<file path="config.mk">
export PLATFORM = sky130hd
export DESIGN_NAME = sram_array_ctrl_flat
export DESIGN_NICKNAME = d
export VERILOG_FILES = /design/src/rtl/sram_array_ctrl_if.sv /design/src/rtl/sram_array_ctrl.sv /design/src/flat_wrapper.sv
export SDC_FILE = /design/constraint.sdc
export NUM_CORES = 1
export LEC_CHECK = 0
export BUFFER_PORTS_ARGS = -buffer_cell sky130_fd_sc_hd__clkbuf_2
export CAP_MARGIN = 20
export CORE_MARGIN = 2
export CORE_UTILIZATION = 52
export DETAILED_ROUTE_END_ITERATION = 16
export GPL_TIMING_DRIVEN = 0
export MAX_ROUTING_LAYER = met4
export PLACE_DENSITY = 0.85
export SYNTH_ARGS = -nofsm -noshare
export SYNTH_HDL_FRONTEND = slang
export SYNTH_SLANG_ARGS = --single-unit
</file>
<file path="constraint.sdc">
create_clock -name clock -period 6.8 [get_ports clock]
set_input_delay 0.68 -clock clock [delete_from_list [all_inputs] [get_ports clock]]
set_output_delay 0.68 -clock clock [all_outputs]
set_load 0.01 [all_outputs]
</file>
<file path="src/rtl/sram_array_ctrl_if.sv">
// sram_array_ctrl_if: write/read request channels and read response channel of the SRAM controller
interface sram_array_ctrl_if #(
    parameter int ADDR_W = 11,
    parameter int DATA_W = 42,
    parameter int MASK_W = 6
);
    logic              w_valid;
    logic              w_ready;
    logic [ADDR_W-1:0] w_addr;
    logic [DATA_W-1:0] w_data;
    logic [MASK_W-1:0] w_mask;
    logic              r_valid;
    logic              r_ready;
    logic [ADDR_W-1:0] r_addr;
    logic              resp_valid;
    logic              resp_ready;
    logic [DATA_W-1:0] resp_data;

    modport master (
        output w_valid, w_addr, w_data, w_mask, r_valid, r_addr, resp_ready,
        input  w_ready, r_ready, resp_valid, resp_data
    );

    modport slave (
        input  w_valid, w_addr, w_data, w_mask, r_valid, r_addr, resp_ready,
        output w_ready, r_ready, resp_valid, resp_data
    );
endinterface

</file>
<file path="src/rtl/sram_array_ctrl.sv">
// sram_array_ctrl: arbitrates write/read requests onto a 1-cycle-latency masked-write SRAM, zero-fills after reset
module sram_array_ctrl #(
    parameter int ADDR_W        = 11,
    parameter int DATA_W        = 42,
    parameter int MASK_W        = 6,
    parameter int INIT_ON_RESET = 1,
    parameter int STARVE_MAX    = 4
) (
    input  logic              clock,
    input  logic              reset_n,
    sram_array_ctrl_if.slave  bus,
    output logic              init_done,
    output logic              sram_en,
    output logic              sram_wmode,
    output logic [ADDR_W-1:0] sram_addr,
    output logic [MASK_W-1:0] sram_wmask,
    output logic [DATA_W-1:0] sram_wdata,
    input  logic [DATA_W-1:0] sram_rdata
);
    localparam int SW = $clog2(STARVE_MAX + 1);

    typedef enum logic {INIT, RUN} state_t;

    state_t            state, state_next;
    logic [ADDR_W-1:0] init_cnt;
    logic [SW-1:0]     starve_cnt;
    logic              inflight;
    logic [DATA_W-1:0] fifo_mem [2];
    logic              wr_ptr, rd_ptr;
    logic [1:0]        fifo_cnt;
    logic              pop, rd_ok, force_rd, wr_gnt, rd_gnt;

    // Reads are only admitted while the FIFO can still absorb every outstanding response.
    assign pop      = bus.resp_valid & bus.resp_ready;
    assign rd_ok    = ({1'b0, fifo_cnt} + {2'b0, inflight} - {2'b0, pop}) < 3'd2;
    assign force_rd = bus.r_valid & rd_ok & (starve_cnt == SW'(STARVE_MAX));
    // Grants are masked while reset is held so every output reads 0 immediately on assertion.
    assign wr_gnt   = reset_n & (state == RUN) & bus.w_valid & ~force_rd;
    assign rd_gnt   = reset_n & (state == RUN) & bus.r_valid & rd_ok & ~wr_gnt;

    assign bus.w_ready    = wr_gnt;
    assign bus.r_ready    = rd_gnt;
    assign bus.resp_valid = fifo_cnt != 2'd0;
    assign bus.resp_data  = bus.resp_valid ? fifo_mem[rd_ptr] : '0;

    // FSM state register.
    always_ff @(posedge clock or negedge reset_n) begin
        if (!reset_n) state <= (INIT_ON_RESET != 0) ? INIT : RUN;
        else          state <= state_next;
    end

    // Next state and macro port drive: init sweep, else the single granted request.
    always_comb begin
        state_next = (state == INIT && &init_cnt) ? RUN : state;
        sram_en    = 1'b0;
        sram_wmode = 1'b0;
        sram_addr  = '0;
        sram_wmask = '0;
        sram_wdata = '0;
        if (reset_n && state == INIT) begin
            sram_en    = 1'b1;
            sram_wmode = 1'b1;
            sram_addr  = init_cnt;
            sram_wmask = '1;
        end else if (wr_gnt) begin
            sram_en    = 1'b1;
            sram_wmode = 1'b1;
            sram_addr  = bus.w_addr;
            sram_wmask = bus.w_mask;
            sram_wdata = bus.w_data;
        end else if (rd_gnt) begin
            sram_en    = 1'b1;
            sram_addr  = bus.r_addr;
        end
    end

    // Init address sweep and the sticky done flag raised once RUN is entered.
    always_ff @(posedge clock or negedge reset_n) begin
        if (!reset_n) begin
            init_cnt  <= '0;
            init_done <= 1'b0;
        end else begin
            if (state == INIT) init_cnt <= init_cnt + 1'b1;
            init_done <= state_next == RUN;
        end
    end

    // Count write wins over a waiting, admissible read; a read grant or a dropped read clears it.
    always_ff @(posedge clock or negedge reset_n) begin
        if (!reset_n)                        starve_cnt <= '0;
        else if (rd_gnt || !bus.r_valid)     starve_cnt <= '0;
        else if (wr_gnt && rd_ok && starve_cnt != SW'(STARVE_MAX)) starve_cnt <= starve_cnt + 1'b1;
    end

    // Read data arrives the cycle after issue and is captured into the 2-entry response FIFO.
    always_ff @(posedge clock or negedge reset_n) begin
        if (!reset_n) begin
            inflight    <= 1'b0;
            fifo_mem[0] <= '0;
            fifo_mem[1] <= '0;
            wr_ptr      <= 1'b0;
            rd_ptr      <= 1'b0;
            fifo_cnt    <= 2'd0;
        end else begin
            inflight <= rd_gnt;
            if (inflight) begin
                fifo_mem[wr_ptr] <= sram_rdata;
                wr_ptr           <= ~wr_ptr;
            end
            if (pop) rd_ptr <= ~rd_ptr;
            fifo_cnt <= fifo_cnt + {1'b0, inflight} - {1'b0, pop};
        end
    end
endmodule

</file>
<file path="src/flat_wrapper.sv">
// flat-port wrapper written by rule: the top's interface ports become plain ports
module sram_array_ctrl_flat 
#(
    parameter int ADDR_W        = 11,
    parameter int DATA_W        = 42,
    parameter int MASK_W        = 6,
    parameter int INIT_ON_RESET = 1,
    parameter int STARVE_MAX    = 4
)
  (clock, reset_n, init_done, sram_en, sram_wmode, sram_addr, sram_wmask, sram_wdata, sram_rdata, bus_w_valid, bus_w_addr, bus_w_data, bus_w_mask, bus_r_valid, bus_r_addr, bus_resp_ready, bus_w_ready, bus_r_ready, bus_resp_valid, bus_resp_data);
  sram_array_ctrl_if #(.ADDR_W(ADDR_W), .DATA_W(DATA_W), .MASK_W(MASK_W)) bus_i ();
  input  logic clock;
  input  logic reset_n;
  output logic init_done;
  output logic sram_en;
  output logic sram_wmode;
  output logic [ADDR_W-1:0] sram_addr;
  output logic [MASK_W-1:0] sram_wmask;
  output logic [DATA_W-1:0] sram_wdata;
  input  logic [DATA_W-1:0] sram_rdata;
  input wire logic [$bits(bus_i.w_valid)-1:0] bus_w_valid;
  input wire logic [$bits(bus_i.w_addr)-1:0] bus_w_addr;
  input wire logic [$bits(bus_i.w_data)-1:0] bus_w_data;
  input wire logic [$bits(bus_i.w_mask)-1:0] bus_w_mask;
  input wire logic [$bits(bus_i.r_valid)-1:0] bus_r_valid;
  input wire logic [$bits(bus_i.r_addr)-1:0] bus_r_addr;
  input wire logic [$bits(bus_i.resp_ready)-1:0] bus_resp_ready;
  output wire logic [$bits(bus_i.w_ready)-1:0] bus_w_ready;
  output wire logic [$bits(bus_i.r_ready)-1:0] bus_r_ready;
  output wire logic [$bits(bus_i.resp_valid)-1:0] bus_resp_valid;
  output wire logic [$bits(bus_i.resp_data)-1:0] bus_resp_data;
  assign bus_i.w_valid = bus_w_valid;
  assign bus_i.w_addr = bus_w_addr;
  assign bus_i.w_data = bus_w_data;
  assign bus_i.w_mask = bus_w_mask;
  assign bus_i.r_valid = bus_r_valid;
  assign bus_i.r_addr = bus_r_addr;
  assign bus_i.resp_ready = bus_resp_ready;
  assign bus_w_ready = bus_i.w_ready;
  assign bus_r_ready = bus_i.r_ready;
  assign bus_resp_valid = bus_i.resp_valid;
  assign bus_resp_data = bus_i.resp_data;
  sram_array_ctrl #(.ADDR_W(ADDR_W), .DATA_W(DATA_W), .MASK_W(MASK_W), .INIT_ON_RESET(INIT_ON_RESET), .STARVE_MAX(STARVE_MAX)) u_core (.clock(clock), .reset_n(reset_n), .bus(bus_i), .init_done(init_done), .sram_en(sram_en), .sram_wmode(sram_wmode), .sram_addr(sram_addr), .sram_wmask(sram_wmask), .sram_wdata(sram_wdata), .sram_rdata(sram_rdata));
endmodule
</file>
==> results.cfg, run 1 <==
[run_status]
run_status = finished, final reports clean

[die]
fp.dieH_um = 105
core-area_mm2 = 0.00982
rows = 36
start_util_pct = 54.1
die_w_um = 105
die-area_mm2 = 0.0110
io_pins = 224

[worst_setup_path]
cp-end-kind = primary output
cp-start-kind = flop
crit_arrival_ns = 4.06
required_ns = 6.12
worstSetupPathType = flop to primary output
worst-path-max-fanout = 11

[placed_design]
port_buffers = 223
dpl.hpwl_um = 11800
gp_congestion = 0.961
place_ws_ns = 2.43

[cts]
cts_buffer_depth = 2
cts_resized = 0
clk_latency_ns = 0.36
clock-sinks = 104
clockRootBuffer = clkbuf_8
hold_buffers = 0
post_cts_buffers = 0
cts_buffers = 9
cts_tree = done
htree_num_levels = 3
clk_pin_slew_ns = 0.10

[global_routing]
grt_max_degree = 72
antenna_found_initial = 0
grt_pass1_wl_um = 23300
track_usage_pct = 27.9
overflow = 0
grt_pass1_vias = 4550

[finish]
drive_above_1_share_pct = 51.4
most-common-layout-cells = clkbuf_2 (222), dfrtp_1 (104), mux2_2 (85)
fin_nets = 798
area_growth_pct = 27.9
layout.cells.most_common = clkbuf_2
fin_util_pct = 69.2
n_antenna_cell = 0

[detailed_routing]
dr.pass1.iters = 4
drt_iter0_markers = 157
wl_per_cell_um = 18.1
vias = 4298
via_per_inst = 5.29
wirelength_um = 14700
ant_nets = 0
drc = 0

[sta]
fin_tns_setup_ns = 0
skew_ns = 0.00888
hold_violations = 0
final.setup.worst_slack_ns = 2.06
fmax_mhz = 211
maxSlewViolCount = 0
worst_pin_slew_ns = 0.582
finalCritPeriodShare_pct = 69.8
rsz0062_at_grt = false
min_period_ns = 4.74
setup_viol_count_final = 0
relSlewSlack_pct = 61.1

[yosys]
synth.cell_area_mm2 = 0.00531
ys_ff_latch = 104
ys_types = 38
syn_inst = 440
ys_seq_area_share_pct = 49.0
post_synth.cell_area_avg_um2 = 12.1
ys_warn_count = 0
syn-num-nets = 563

[pwr]
powerDensity_mw_per_mm2 = 230
seq_power_share_pct = 42.1
p_switching_mw = 0.555
peakVddDrop_mv = 0.190
pwr-share-comb_pct = 35.6
internal_power_mw = 1.01
power_mw = 1.56
power.leakage_nw = 3.70
switching_share_pct = 35.6
clockPowerShare_pct = 22.3

[flow_run]
max_cap_violations = 0

[worst_hold_path]
hold_path_class = input port to asynchronous set/reset pin
cells by family (layout without fill, tap and decap cells):
group,Yosys count,count (layout),synth area share (%)
and+or+nand+nor,129,129,13.2
adders and majority gates,6,6,1.56
buffers and inverters,33,272,3.25
xor gates and xnor gates,14,14,2.59
AOI/OAI and AO/OA,27,27,4.38
DFF,104,104,49.0
muxes,127,127,26.0
critical path, stage by stage (launching register included):
cell and delay (ns):
dfrtp_1 0.48, nor2_1 0.50, inv_1 0.13, and2_1 0.21, ha_1 0.29, inv_1 0.05, ha_1 0.13, inv_1 0.05
fa_1 0.58, nand3_2 0.17, nor4b_2 0.50, buf_6 0.22, a221o_1 0.23, clkbuf_2 0.16
layout make-up:
cell class / instances / area (µm²)
clock inverter: 5 / 42.5
multi-input combinational: 303 / 2530
sequential: 104 / 2600
buffer: 25 / 143
fill: 761 / 3030
timing repair buffer: 224 / 1150
clock buffer: 10 / 128
tap: 133 / 166
inverter: 8 / 30.0
flip-flops by register name (all words and copies together) (netlist names):
| signal | cells |
|---|---|
| u_core.init_cnt | 11 |
| u_core.fifo_mem | 84 |
| u_core.state | 1 |
| u_core.inflight | 1 |
| u_core.fifo_cnt | 2 |
| u_core.starve_cnt | 3 |
| u_core.wr_ptr | 1 |
| u_core.rd_ptr | 1 |
metrics by stage:
| step | hold slack (ns) | cell area [µm²] | instances |
|---|---|---|---|
| global placement | 0.470 | 6590 | 796 |
| global route | 0.338 | 6790 | 812 |
| CTS | 0.320 | 6790 | 812 |
| floorplan | 0.384 | 5310 | 440 |
| finish | 0.308 | 6790 | 812 |
| detailed placement | 0.481 | 6620 | 797 |
power groups by stage:
| stage | Sequential (mW) | Combinational [mW] | Clock [mW] |
|---|---|---|---|
| floorplan | 0.665 | 0.346 | 0 |
| global placement | 0.667 | 0.546 | 0 |
| detailed placement | 0.669 | 0.561 | 0 |
| CTS | 0.657 | 0.565 | 0.358 |
| global route | 0.660 | 0.604 | 0.383 |
| finish | 0.656 | 0.555 | 0.348 |
per-layer routing:
| layer | vias up | share of wire [%] | global-route usage, % |
|---|---|---|---|
| li1 | 1986 | - | - |
| met1 | 2122 | 38 | 30.4 |
| met2 | 156 | 51 | 47.9 |
| met3 | 34 | 6.8 | 7.80 |
| met4 | 0 | 4.2 | 11.6 |
| met5 | - | 0 | - |
path summary, 6_finish.rpt:
path                                startpoint                   to  slack (ns)  cells after the start
min in group clock         u_core.init_cnt[10]  u_core.init_cnt[10]        0.51                      1
min                                    reset_n  u_core.fifo_mem[32]        0.31                      1
min reg2reg                u_core.init_cnt[10]  u_core.init_cnt[10]        0.51                      1
max in group asynchronous              reset_n   u_core.init_cnt[9]        5.76                      2
max reg2reg                 u_core.fifo_cnt[1]      u_core.inflight        3.42                     11
max                         u_core.fifo_cnt[1]         sram_addr[3]        2.06                     13
synthesized netlist by cell type, drive strengths merged:
| cell | n | area share (%) |
|---|---|---|
| dfrtp | 104 | 49 |
| mux2 | 85 | 18 |
| and2 | 54 | 6.4 |
| nor2 | 46 | 3.3 |
| mux2i | 42 | 7.9 |
| buf | 19 | 2.3 |
| a221o | 11 | 2.1 |
| xor2 | 9 | 1.6 |
| inv | 8 | 0.57 |
| a21o | 7 | 0.99 |
| clkbuf | 6 | 0.42 |
| nand2 | 6 | 0.42 |
| ha | 5 | 1.2 |
| xnor2 | 5 | 0.97 |
| nand3 | 4 | 0.47 |
| nand4b | 4 | 0.66 |
| nor3 | 4 | 0.38 |
| a21boi | 3 | 0.42 |
| nand4 | 3 | 0.35 |
| a21oi | 2 | 0.40 |
| nor2b | 2 | 0.24 |
| o21ai | 2 | 0.19 |
| a311oi | 1 | 0.17 |
| and4 | 1 | 0.21 |
| fa | 1 | 0.38 |
| nand3b | 1 | 0.14 |
| nand4bb | 1 | 0.21 |
| nor4b | 1 | 0.28 |
| o211ai | 1 | 0.14 |
| or2 | 1 | 0.12 |
| or3 | 1 | 0.12 |
Power figures use the tool's default switching activity.
==> run 2: changes to the inputs <==
- CORE_UTILIZATION: 52 -> 44
- PLACE_DENSITY: 0.85 -> 0.76
- clock period: 6.8 -> 4.2 ns (I/O delays scaled with it)
==> results.cfg, run 2 (same netlist as run 1, synthesis figures left out) <==
[cts]
hold_buffers = 0
htree_num_levels = 3
cts_tree = done
cts_buffers = 9
clock-sinks = 104
clk_latency_ns = 0.34
clk_pin_slew_ns = 0.06
cts_buffer_depth = 2
clockRootBuffer = clkbuf_16

[pwr]
pwr-share-comb_pct = 32.6
internal_power_mw = 1.87
powerDensity_mw_per_mm2 = 400
seq_power_share_pct = 38.6
peakVddDrop_mv = 0.301
power.leakage_nw = 3.77
clockPowerShare_pct = 28.8
p_switching_mw = 0.899
switching_share_pct = 32.4

[finish]
n_antenna_cell = 0
largest_register_ffs = 84
finalInstanceArea_mm2 = 0.00693
area_growth_pct = 30.6
most-common-layout-cells = clkbuf_2 (222), dfrtp_1 (104), mux2_2 (85)
seq_area_mm2 = 0.00260
multiInputGateArea_mm2 = 0.00255
layout.cells.most_common = clkbuf_2
drive_above_1_share_pct = 51.4
regMostFlops = u_core.fifo_mem
reg_top3 = u_core.fifo_mem (84), u_core.init_cnt (11), u_core.starve_cnt (3)
fin_nets = 799
num-fill-cells = 1025

[sta]
min_period_ns = 3.96
hold_violations = 0
relSlewSlack_pct = 40.0
skew_ns = 0.00294
fmax_mhz = 252
final.setup.worst_slack_ns = 0.236
rsz0062_at_grt = false
finalCritPeriodShare_pct = 94.4
worst_pin_slew_ns = 0.900
maxSlewViolCount = 0
setup_viol_count_final = 0

[placed_design]
dpl.hpwl_um = 11300
gp_congestion = 0.948
place_ws_ns = 0.149
port_buffers = 223
placed_cell_area_mm2 = 0.00663

[detailed_routing]
wl_per_cell_um = 17.3
vias = 4248
wl_met1_um = 5620
wl_met3_um = 948
drt_iter0_markers = 121
dr.pass1.iters = 4
ant_nets = 0
drc = 0
top_layer_used = met4
wl_met2_um = 7160
wirelength_um = 14300
via_per_inst = 5.14

[die]
rows = 40
fp.dieH_um = 114
io_pins = 224
core-area_mm2 = 0.0119
die-area_mm2 = 0.0130
die_w_um = 114
start_util_pct = 44.6

[worst_setup_path]
worst_r2r_path_depth = 11
crit_buf_inv = 5
slowest_delay_ns = 0.58
cp-start-kind = flop
worst-path-max-fanout = 11
path_delay_family = simple AND/OR/NAND/NOR gates
critical_path_cell_count = 13
crit_arrival_ns = 3.54
cp-end-kind = primary output
crit_path_top_delay_cell = fa_1
worstSetupPathType = flop to primary output
crit_chain = nor2_4 > inv_1 > and2_1 > ha_1 > inv_1 > ha_1 > inv_1 > fa_1 > nand3_2 > nor4b_4 > buf_6 > a221o_1 > clkbuf_2
required_ns = 3.78
critPathMostFrequentCell = inv_1

[global_routing]
overflow = 0
antenna_found_initial = 0
track_usage_pct = 22.3
grt_max_degree = 68
grt_pass1_wl_um = 21600
grt_pass1_vias = 4268

[worst_hold_path]
hold_path_class = input port to asynchronous set/reset pin

[flow_run]
max_cap_violations = 0

[run_status]
run_status = finished, final reports clean
## run 2: cell count changes in the layout (fill, tap and decap cells not counted), sizes merged
cell      delta
buf          +1
clkinv       +1
clkbuf       +1
inv          -1
bufinv       +1
clkinvlp     -3
## run 2: path summary, 6_finish.rpt
kind                                    start                  end  slack (ns)
min in group clock              sram_rdata[1]   u_core.fifo_mem[1]        0.32
max in group asynchronous             reset_n   u_core.init_cnt[9]        3.25
min                                   reset_n  u_core.fifo_mem[74]        0.23
max reg2reg                u_core.fifo_cnt[1]      u_core.inflight        1.25
min reg2reg                u_core.init_cnt[9]   u_core.init_cnt[9]        0.49
max                        u_core.fifo_cnt[1]         sram_addr[1]        0.24
## run 2: cell type report
| cell class | count | area share [%] |
|---|---|---|
| Sequential cell | 104 | 37.6 |
| Clock buffer | 11 | 3.36 |
| Timing Repair Buffer | 225 | 16.5 |
| Clock inverter | 3 | 0.632 |
| Multi-Input combinational cell | 303 | 36.8 |
| Buffer | 25 | 2.06 |
| Inverter | 8 | 0.433 |
| Tap cell | 147 | 2.65 |
## run 2: power groups by stage
stage | Sequential (mW) | Clock [mW] | Combinational [mW]
floorplan | 1.08 | 0 | 0.561
global placement | 1.08 | 0 | 0.888
detailed placement | 1.08 | 0 | 0.903
CTS | 1.07 | 0.820 | 0.911
global route | 1.07 | 0.854 | 0.989
finish | 1.07 | 0.798 | 0.904
## run 2: routing by layer
| metal | GRT usage [%] | up-vias |
|---|---|---|
| met4 | 10.3 | 0 |
| met2 | 38.2 | 165 |
| li1 | - | 1984 |
| met1 | 25.3 | 2069 |
| met3 | 4.46 | 30 |
| met5 | - | - |
## run 2: what timing repair did
item	in CTS	in global routing
gates cloned	0	0
pin swaps	0	2
endpoints found under the setup margin	16	42
hold endpoints to repair	0	0
gates resized for setup	2	1
setup buffers	0	1
## run 2: metrics by stage
stage                     cells  power, mW  hold WS, ns  setup TNS, ns  utilization (%)
after floorplan             440       1.64        0.124              0                -
after global placement      810       1.97        0.472        -0.0129             55.5
after detailed placement    811       1.99        0.485              0             55.7
after CTS                   825       2.80        0.258              0             58.1
after global routing        826       2.92        0.306              0             58.2
final                       826       2.77        0.231              0             58.2
## run 2: worst reg2reg max path, delay by kind of cell (launching register included)
family        cells  cell delay, ns
fa+ha+maj         3            1.00
buf+inv           4            0.39
flops             1            0.49
simple gates      4            1.00
